==> config.mk <==
export PLATFORM = sky130hd
export DESIGN_NAME = dac_spi_tx
export DESIGN_NICKNAME = d
export VERILOG_FILES = /design/src/rtl/dac_spi_tx.sv
export SDC_FILE = /design/constraint.sdc
export NUM_CORES = 1
export LEC_CHECK = 0
export CAP_MARGIN = 20
export CELL_PAD_IN_SITES_DETAIL_PLACEMENT = 0
export CELL_PAD_IN_SITES_GLOBAL_PLACEMENT = 2
export CORE_AREA = 2 2 72 74
export DETAILED_ROUTE_END_ITERATION = 10
export DIE_AREA = 0 0 74 76
export PLACE_DENSITY = 0.81
export SLEW_MARGIN = 5
export SYNTH_ARGS = -nofsm -noshare
export SYNTH_HDL_FRONTEND = slang
export SYNTH_SLANG_ARGS = --single-unit
==> constraint.sdc <==
create_clock -name clk -period 2.3 [get_ports clk]
set_clock_uncertainty 0.15 [all_clocks]
set_input_delay 0.23 -clock clk [delete_from_list [all_inputs] [get_ports clk]]
set_output_delay 0.23 -clock clk [all_outputs]
set_load 0.005 [all_outputs]
==> src/rtl/dac_spi_tx.sv <==
// dac_spi_tx: writes one 12-bit audio sample per frame to an MCP4921-style SPI DAC.
// Each accepted sample becomes a 16-bit write {CFG_BITS, sample}, MSB first, SPI mode 0.
//
// Build option: define DAC_LDAC_PULSE_EN to add an LDAC strobe (H cycles low) after each
// CS rise. Without it, dac_ldac_n is tied low and the DAC updates on the CS rising edge.
//
// Ports:
//   clk, rst        system clock, synchronous active-high reset
//   ena             allows new samples to be accepted
//   sample          12-bit unsigned sample
//   sample_valid    sample presented; sample_ready says it is taken this cycle
//   busy            a frame is in progress
//   dac_cs_n        chip select, active low
//   dac_sclk        SPI clock, idle low
//   dac_mosi        serial data
//   dac_ldac_n      DAC latch strobe, active low
module dac_spi_tx #(
    parameter int unsigned SCLK_DIV = 2,
    parameter logic [3:0]  CFG_BITS = 4'b0011
) (
    input  logic        clk,
    input  logic        rst,
    input  logic        ena,
    input  logic [11:0] sample,
    input  logic        sample_valid,
    output logic        sample_ready,
    output logic        busy,
    output logic        dac_cs_n,
    output logic        dac_sclk,
    output logic        dac_mosi,
    output logic        dac_ldac_n
);

    localparam int unsigned DivW = (SCLK_DIV > 1) ? $clog2(SCLK_DIV) : 1;
    localparam logic [DivW-1:0] DivLast = DivW'(SCLK_DIV - 1);

    typedef enum logic [2:0] {
        StIdle,
        StSetup,
        StShift,
        StHold,
        StLdac,
        StGap
    } state_e;

    state_e          state_q, state_d;
    logic [DivW-1:0] div_q, div_d;
    logic [3:0]      bit_q, bit_d;
    // Holds the bits still to be sent after the one currently on dac_mosi.
    logic [14:0]     shreg_q, shreg_d;
    logic            cs_n_q, cs_n_d;
    logic            sclk_q, sclk_d;
    logic            mosi_q, mosi_d;
    logic            div_last;

`ifdef DAC_LDAC_PULSE_EN
    logic            ldac_n_q, ldac_n_d;
`endif

    assign div_last     = (div_q == DivLast);
    assign sample_ready = (state_q == StIdle) & ena & ~rst;
    assign busy         = (state_q != StIdle);

    always_comb begin
        state_d  = state_q;
        div_d    = div_q;
        bit_d    = bit_q;
        shreg_d  = shreg_q;
        cs_n_d   = cs_n_q;
        sclk_d   = sclk_q;
        mosi_d   = mosi_q;
`ifdef DAC_LDAC_PULSE_EN
        ldac_n_d = ldac_n_q;
`endif

        // Every non-idle state lasts a whole number of H-cycle phases.
        if (state_q != StIdle) begin
            div_d = div_last ? '0 : div_q + 1'b1;
        end

        unique case (state_q)
            StIdle: begin
                if (sample_valid && sample_ready) begin
                    shreg_d = {CFG_BITS[2:0], sample};
                    mosi_d  = CFG_BITS[3];
                    cs_n_d  = 1'b0;
                    div_d   = '0;
                    bit_d   = '0;
                    state_d = StSetup;
                end
            end
            StSetup: begin
                if (div_last) begin
                    sclk_d  = 1'b1;
                    state_d = StShift;
                end
            end
            StShift: begin
                if (div_last) begin
                    if (sclk_q) begin
                        sclk_d = 1'b0;
                        if (bit_q == 4'd15) begin
                            // Last bit stays on mosi through HOLD.
                            state_d = StHold;
                        end else begin
                            bit_d   = bit_q + 4'd1;
                            mosi_d  = shreg_q[14];
                            shreg_d = {shreg_q[13:0], 1'b0};
                        end
                    end else begin
                        sclk_d = 1'b1;
                    end
                end
            end
            StHold: begin
                if (div_last) begin
                    cs_n_d   = 1'b1;
                    mosi_d   = 1'b0;
`ifdef DAC_LDAC_PULSE_EN
                    ldac_n_d = 1'b0;
                    state_d  = StLdac;
`else
                    state_d  = StGap;
`endif
                end
            end
`ifdef DAC_LDAC_PULSE_EN
            StLdac: begin
                if (div_last) begin
                    ldac_n_d = 1'b1;
                    state_d  = StGap;
                end
            end
`endif
            StGap: begin
                if (div_last) begin
                    state_d = StIdle;
                end
            end
            default: begin
                state_d = StIdle;
            end
        endcase
    end

    always_ff @(posedge clk) begin
        if (rst) begin
            state_q  <= StIdle;
            div_q    <= '0;
            bit_q    <= '0;
            shreg_q  <= '0;
            cs_n_q   <= 1'b1;
            sclk_q   <= 1'b0;
            mosi_q   <= 1'b0;
`ifdef DAC_LDAC_PULSE_EN
            ldac_n_q <= 1'b1;
`endif
        end else begin
            state_q  <= state_d;
            div_q    <= div_d;
            bit_q    <= bit_d;
            shreg_q  <= shreg_d;
            cs_n_q   <= cs_n_d;
            sclk_q   <= sclk_d;
            mosi_q   <= mosi_d;
`ifdef DAC_LDAC_PULSE_EN
            ldac_n_q <= ldac_n_d;
`endif
        end
    end

    assign dac_cs_n = cs_n_q;
    assign dac_sclk = sclk_q;
    assign dac_mosi = mosi_q;
`ifdef DAC_LDAC_PULSE_EN
    assign dac_ldac_n = ldac_n_q;
`else
    assign dac_ldac_n = 1'b0;
`endif

endmodule

# == After elaboration in Yosys (flattened, before gate mapping) ==
# Cells that the tools add are included.
# word_totals
ff_bits,26
inputBits,16
elab_cells,70
out_inout_bits,6
# op_classes
addsub,2
eq_ne,13
reduce_logical,12
mux,33
bitwise_logic,3
# ops
cell,n
$mux W15,4
$pmux W15 S2,1
$mux W3,7
$mux W4,4
$pmux W3 S5,1
$ne A2 B2 Y1 const B,7
$mux W1,12
$pmux W4 S2,1
$reduce_and A7 Y1,1
$eq A3 B2 Y1 const B,2
$reduce_and A3 Y1,2
$reduce_and A6 Y1,1
$reduce_bool A2 Y1,3
$reduce_bool A3 Y1,2
$reduce_and A5 Y1,1
$add A4 B1 Y4 const B,1
$eq A4 B4 Y1 const B,1
$pmux W1 S2,2
$eq A3 B1 Y1 const B,1
$eq A3 B3 Y1 const B,1
$logic_not A3 Y1,1
$pmux W1 S3,1
$and A1 B1 Y1,2
$ne A2 B1 Y1 const B,1
other kinds (3),3

# == Logic depth before layout (Yosys ltp) ==
# depth
ltp_word,6
depth_mapped,6
ltp_nobuf,5

# == Least setup slack after synthesis ==
# No wires, ideal clock.
# synth_path
kind,reg-to-reg
from,reg bit_q[0]
to,reg shreg_q[10]
arrival_ps,1307
required_time_ps,2010
setup_time_ps,140
slack_ps,703
stages_incl_launch_ff,7
period_less_slack_ps,1597
path_buffers,1
cell_sequence,dfxtp_1 ha_1 and3_1 o22ai_4 buf_6 a21oi_1 a211oi_2
# synth_between
elab_chain_cells,3
# synth_rtl
item,line,text
start: declaration,48,"logic [3:0] bit_q, bit_d;"
start signal: assignment,161,bit_q <= bit_d;
$eq A4 B4 Y1,102,if (bit_q == 4'd15) begin
$ne A2 B2 Y1 (no source line),--,
$reduce_and A5 Y1 (no source line),--,
end signal: assignment,162,shreg_q <= shreg_d;
end: declaration,50,"logic [14:0] shreg_q, shreg_d;"
# Every way passes these cells.
# A chain may end at the register's enable or synchronous reset.

# == Worst setup path after layout ==
# layout_path
from,reg state_q[0]
to,out sample_ready
# layout_between
elab_chain_cells,3
# layout_rtl
item,line,text
start: declaration,46,"state_e state_q, state_d;"
start signal: assignment,148,state_q <= StIdle;
start signal: assignment,159,state_q <= state_d;
$logic_not A3 Y1,61,assign sample_ready = (state_q == StIdle) & ena & ~rst;
$and A1 B1 Y1 (2 in a row),61,
end: declaration,26,"output logic sample_ready,"
# Every way passes these cells.

==> results_dict.tcl <==
set metrics [dict create \
    hp-class "reg2reg" \
    p_clk_share_pct 39.2 \
    diodes 0 \
    worstPathArrival_ps 1810 \
    root_buffer "clkbuf_8" \
    ir_drop_uv 294.2 \
    drc_errors 0 \
    drive_above_1_share_pct 18.90 \
    tns_ps 0 \
    sw_frac_of_total_pct 23.86 \
    timing.final.crit_share_pct 95.29 \
    mostFrequentLayoutCell "dfxtp_1" \
    cts_made_buffers 3 \
    clk_pin_slew_worst_paths_ps 100 \
    grt-ovfl-total 0 \
    path_max_fanout 9 \
    hold_viol 0 \
    die_y_um 76 \
    h-tree-depth 1 \
    worst_setup_path_end_kind "primary output" \
    period_needed_ps 2192 \
    antenna_found_initial 0 \
    grt_pass1_vias 1120 \
    ys_async_sr_fraction_pct 0 \
    first_pass_iters 4 \
    grt_max_degree 27 \
    start_kind "register" \
    power_frac_seq_pct 47.7 \
    finalNonFillerCells 234 \
    yosys_warnings 0 \
    dp_hpwl_um 2147 \
    vias 1143 \
    setup_viol 0 \
    clock-sinks 26 \
    clock_latency_ps 280 \
    ys_types 43 \
    fmaxAchievable_mhz 456.3 \
    start_util_pct 28.96 \
    nNetsFinal 182 \
    grt_usage_pct 11.46 \
    clockBufferDepth 2 \
    final_area_um2 1717 \
    syn_area_um2 1423 \
    power_frac_comb_pct 13.1 \
    grt_setup_unrepaired "no" \
    core_um2 4912 \
    status "finished clean" \
    cp.required_ps 1920 \
    wl_per_cell_um 13.18 \
    place.gp.congestion 0.7980 \
    ios 22 \
    slew_violations 0 \
    switching_power_mw 0.2409 \
    routed_wl_um 3085 \
    die_w_um 74 \
    row_count 26 \
    final_antenna_net_count 0 \
    initialDrtViolationCount 48 \
    yosys_register_bits 26 \
    syn_area_per_cell_um2 9.548 \
    ys.flop_type "dfxtp_1" \
    cap_violations 0 \
    fp.dieArea_um2 5624 \
    fin_util_pct 34.95 \
    grt_pass1_wl_um 5216 \
    syn_to_final_growth_pct 20.67 \
    placed_cells 229 \
    power_density_nw_per_um2 588.3 \
    dpl_cell_area_um2 1630 \
    vias_per_cell 4.885 \
    power_mw 1.010 \
    worst-setup-path-type "reg2out" \
    yosysSeqAreaShare_pct 36.59 \
    leakage_nw 0.5466 \
    cts_tree "yes" \
    p_int_mw 0.7689 \
    synth_nets 166 \
    layout_common_cells "dfxtp_1 (24), a21oi_1 (22), clkdlybuf4s50_1 (20)" \
    io_buffer_count 20 \
    synth-edff-count 0 \
    synthesis.instances 149 \
]
## worst max-delay path, cell delays in order (launching register included)
cell	delay, ps
dfxtp_2	380
or2_4	260
nor2_1	120
inv_1	110
nor3b_2	160
clkdlybuf4s50_1	510
## repair_timing
action                                  CTS  global route
pin swaps                                 1             0
endpoints found under the setup margin    1             1
setup buffers                             1             0
resized for setup                         1             2
hold buffers                              0             0
## path summary, 6_finish.rpt
path,start,to,slack [ps],depth (start not counted)
worst max register to register,bit_q[0]$_SDFFE_PP0P_,shreg_q[8]$_SDFFE_PP0P_,480,5
worst min register to register,shreg_q[13]$_SDFFE_PP0P_,shreg_q[14]$_SDFFE_PP0P_,320,2
worst min-delay path,shreg_q[13]$_SDFFE_PP0P_,shreg_q[14]$_SDFFE_PP0P_,320,2
worst max-delay path,state_q[0]$_SDFFE_PP0P_,sample_ready,110,5
## stage by stage
stage                     hold WS, ps  setup slack, ps
final                           319.3            108.3
after floorplan                 227.7            703.2
after CTS                       325.8            55.55
after global placement          296.4            309.9
after detailed placement        311.7            272.2
after global routing            362.3            42.03
## layer usage
| layer | share of wire [%] | track usage [%] |
|---|---|---|
| met1 | 46 | 15.17 |
| met2 | 48 | 18.57 |
| met3 | 5.3 | 3.175 |
| met4 | 0.75 | 2.182 |
| met5 | 0 | 0 |
## flip-flops by register name, summed over array words and instances (netlist names)
signal	cells
bit_q	4
dac_cs_n	1
dac_mosi	1
dac_sclk	1
div_last	1
shreg_q	15
state_q	3
## cell usage after synthesis (2+ instances only)
cell	number	area share (%)
dfxtp_1	26	37
a221oi_1	2	1.2
and3_1	2	0.88
buf_4	4	2.1
nand3_1	7	2.5
buf_2	3	1.1
mux2i_1	11	7.7
inv_1	4	1.1
a211oi_2	11	9.7
nor3_1	6	2.1
buf_6	4	3.2
nand2_1	6	1.6
o21ai_0	7	2.5
a21oi_1	22	7.7
nor2_1	5	1.3
nor2_2	2	0.88
## power by group through the flow
stage / Clock (mW) / Sequential (mW) / Combinational, mW
3_3_place_gp: 0 / 0.492 / 0.130
5_1_grt: 0.423 / 0.485 / 0.145
3_5_place_dp: 0 / 0.492 / 0.131
2_1_floorplan: 0 / 0.485 / 0.0937
6_report: 0.396 / 0.482 / 0.132
4_1_cts: 0.402 / 0.482 / 0.133
## cell type report
type	instances	area (um2)
fill	525	3196
sequential	26	523.0
clock inverter	1	30.03
timing repair buffer	24	230.2
inverter	4	15.01
clock buffer	3	41.29
multi-input combinational	106	789.5
tap	70	87.58
## cell families after synthesis
kind of cell	count (synthesis)	share of synthesized area, %
AOI/OAI and AO/OA	53	28.23
and+or+nand+nor	39	17.42
DFF	26	36.59
buffers and inverters	17	8.266
muxes	11	7.740
adders and majority gates	1	0.8794
other	1	0.2636
xor gates and xnor gates	1	0.6158
Note: power is estimated with default switching activity, not from simulation.
==> RTL edit: new RTL, same flow settings <==
Add a define of `DAC_LDAC_PULSE_EN`.
--- a/src/rtl/dac_spi_tx.sv
+++ b/src/rtl/dac_spi_tx.sv
@@ -14,6 +14,8 @@
 //   dac_sclk        SPI clock, idle low
 //   dac_mosi        serial data
 //   dac_ldac_n      DAC latch strobe, active low
+`define DAC_LDAC_PULSE_EN
+
 module dac_spi_tx #(
     parameter int unsigned SCLK_DIV = 2,
     parameter logic [3:0]  CFG_BITS = 4'b0011
Function: changed (Yosys sat finds a counterexample within 4 cycles, from zero or initial values and one cycle with rst high).
==> RTL edit against the original RTL <==
Design area down 3.1%. Core utilization down 1.1 points. Area after synthesis down 7.4%. Total power down 11%. Wire length down 2.1%. Setup slack better by 19 ps. Sequential cell count up 1. Die area unchanged. Non-clock buffer count up 3. Critical path type unchanged. Largest power group unchanged.
==> RTL edit: results (changes against the original RTL) <==
Status
  – Result of the run: finished, final reports clean

Timing
  – # setup viols final: 0 (unchanged)

Route
  – Routed via count: 1,161 (+1.6%)
  – Initial DRC count: 43 (-10%)
  – Detailed-routing iteration count for the pre-antenna-repair pass: 4 (unchanged)
  – Total wirelength of the detailed-routed design: 3020 um (-2.1%)

Logic synthesis
  – Most common library cells after synthesis: dfxtp_1 (27), a21oi_1 (24), nor2_1 (15), a211oi_1 (12), mux2i_1 (12)
  – Post-synthesis cell type count: 35 (-19%)
  – Synthesized net count: 167 (+0.60%)
  – Number of warning messages in the yosys log: 0 (unchanged)
  – Main area contributors after synthesis: dfxtp_1 (41%), a21oi_1 (9.1%), mux2i_1 (9.1%)
  – Post-synthesis sequential area ratio: 41.0% (+4.4 points)

Pwr
  – LEAKAGE: 0.551 nW (+0.81%)
  – Worst-case vdd ir drop: 167 uV (-43%)

Placement
  – Half-perimeter wire length after placement: 2180 um (+1.3%)
  – Placement Setup Slack: 268 ps (-4.14 ps)
  – Final weighted congestion in routability-driven placement: 0.722 (-9.5%)
  – Number of buffers inserted by port buffering: 21 (+5.0%)

GRT
  – Wire length of the first global-routing pass: 5110 um (-2.0%)
  – Maximum number of pins on one net before global-route repair: 24 (-11%)
  – Overall track demand over capacity in global routing: 11.1% (-0.32 points)
  – Vias in the first global route: 1,136 (+1.4%)
  – Antenna violations before repair: 0 (unchanged)

Critical path
  – Highest fanout seen on the critical path: 10 (+1)
  – Data arrival time at the worst-slack endpoint: 1790 ps (-20 ps)

Clock network
  – Root buf cell: clkbuf_8
  – Skew-Pair Late Insertion Delay: approximately 270 ps

Finish
  – Fraction of layout instances using a drive strength above 1: 9.47% (-9.4 points)
  – Number of nets at the end of the flow: 187 (+2.7%)
  – Registers with the most flip-flops: shreg_q: 15 flops, bit_q: 4 flops, state_q: 3 flops
==> RTL edit: changes by cell type after synthesis, moves of 3 or more <==
cell      unedited run  this run
buf_6                4         0
nand3_1              7         3
nor2_1               5        15
clkbuf_1             1         7
o21ai_0              7         3
a211oi_1             1        12
buf_4                4         1
a211oi_2            11         0
==> RTL edit: cell type report <==
type                    count  area (um2)
clock buffers               3        41.3
inverters                   2        7.51
fillers                   514        3250
multi-input cells         109         721
repair buffers             27         255
well taps                  70        87.6
clock inverters             1        7.51
flip-flops and latches     27         543
==> RTL edit: what timing repair did <==
item                                    in CTS  in global routing
endpoints found under the setup margin       1                  1
gates cloned                                 0                  0
resized for setup                            1                  2
setup buffers                                0                  0
==> RTL edit: worst paths after layout <==
check | from | to | slack [ps] | cells after the start
min | shreg_q[13] | shreg_q[14] | 320 | 2
max | state_q[2] | sample_ready | 130 | 3
max reg2reg | bit_q[0] | bit_q[3] | 380 | 5
min reg2reg | shreg_q[13] | shreg_q[14] | 320 | 2
==> RTL edit: per-stage QoR <==
step / hold WS (ps) / cells / area, um2
global route: 347 / 239 / 1660
floorplan: 228 / 150 / 1320
global placement: 295 / 235 / 1610
detailed placement: 304 / 235 / 1610
CTS: 319 / 239 / 1660
finish: 316 / 239 / 1660
==> RTL edit: routing by layer <==
metal / vias to the layer above / wire length, um / GRT usage (%)
met4: 0 / 38 / 4.55
met2: 13 / 1460 / 17.5
met3: 2 / 60 / 1.32
met5: - / 0 / 0
li1: 592 / - / -
met1: 554 / 1460 / 15.3
==> RTL edit: power by group <==
part / switching (mW) / leakage, nW / internal, mW / total [mW]
sequential: 0.0145 / 0.220 / 0.485 / 0.500
combinational: 0.0524 / 0.309 / 0.0647 / 0.117
clock: 0.155 / 0.0217 / 0.123 / 0.278
==> RTL edit: cell families (layout without fill, tap and decap cells) <==
group	count (synthesis)	after routing	synth area share [%]
simple gates	44	44	18.9
compound gates	50	50	23.8
fa+ha+maj	1	1	0.950
xor+xnor	1	1	0.665
mux	13	13	9.97
buf+inv	14	33	4.65
flops	27	27	41.0
==> RTL edit: worst max-delay path, cell delays in order, from the launching register on <==
cell and delay (ps):
dfxtp_2 390, or3_4 420, nor3b_1 190, clkdlybuf4s50_1 530
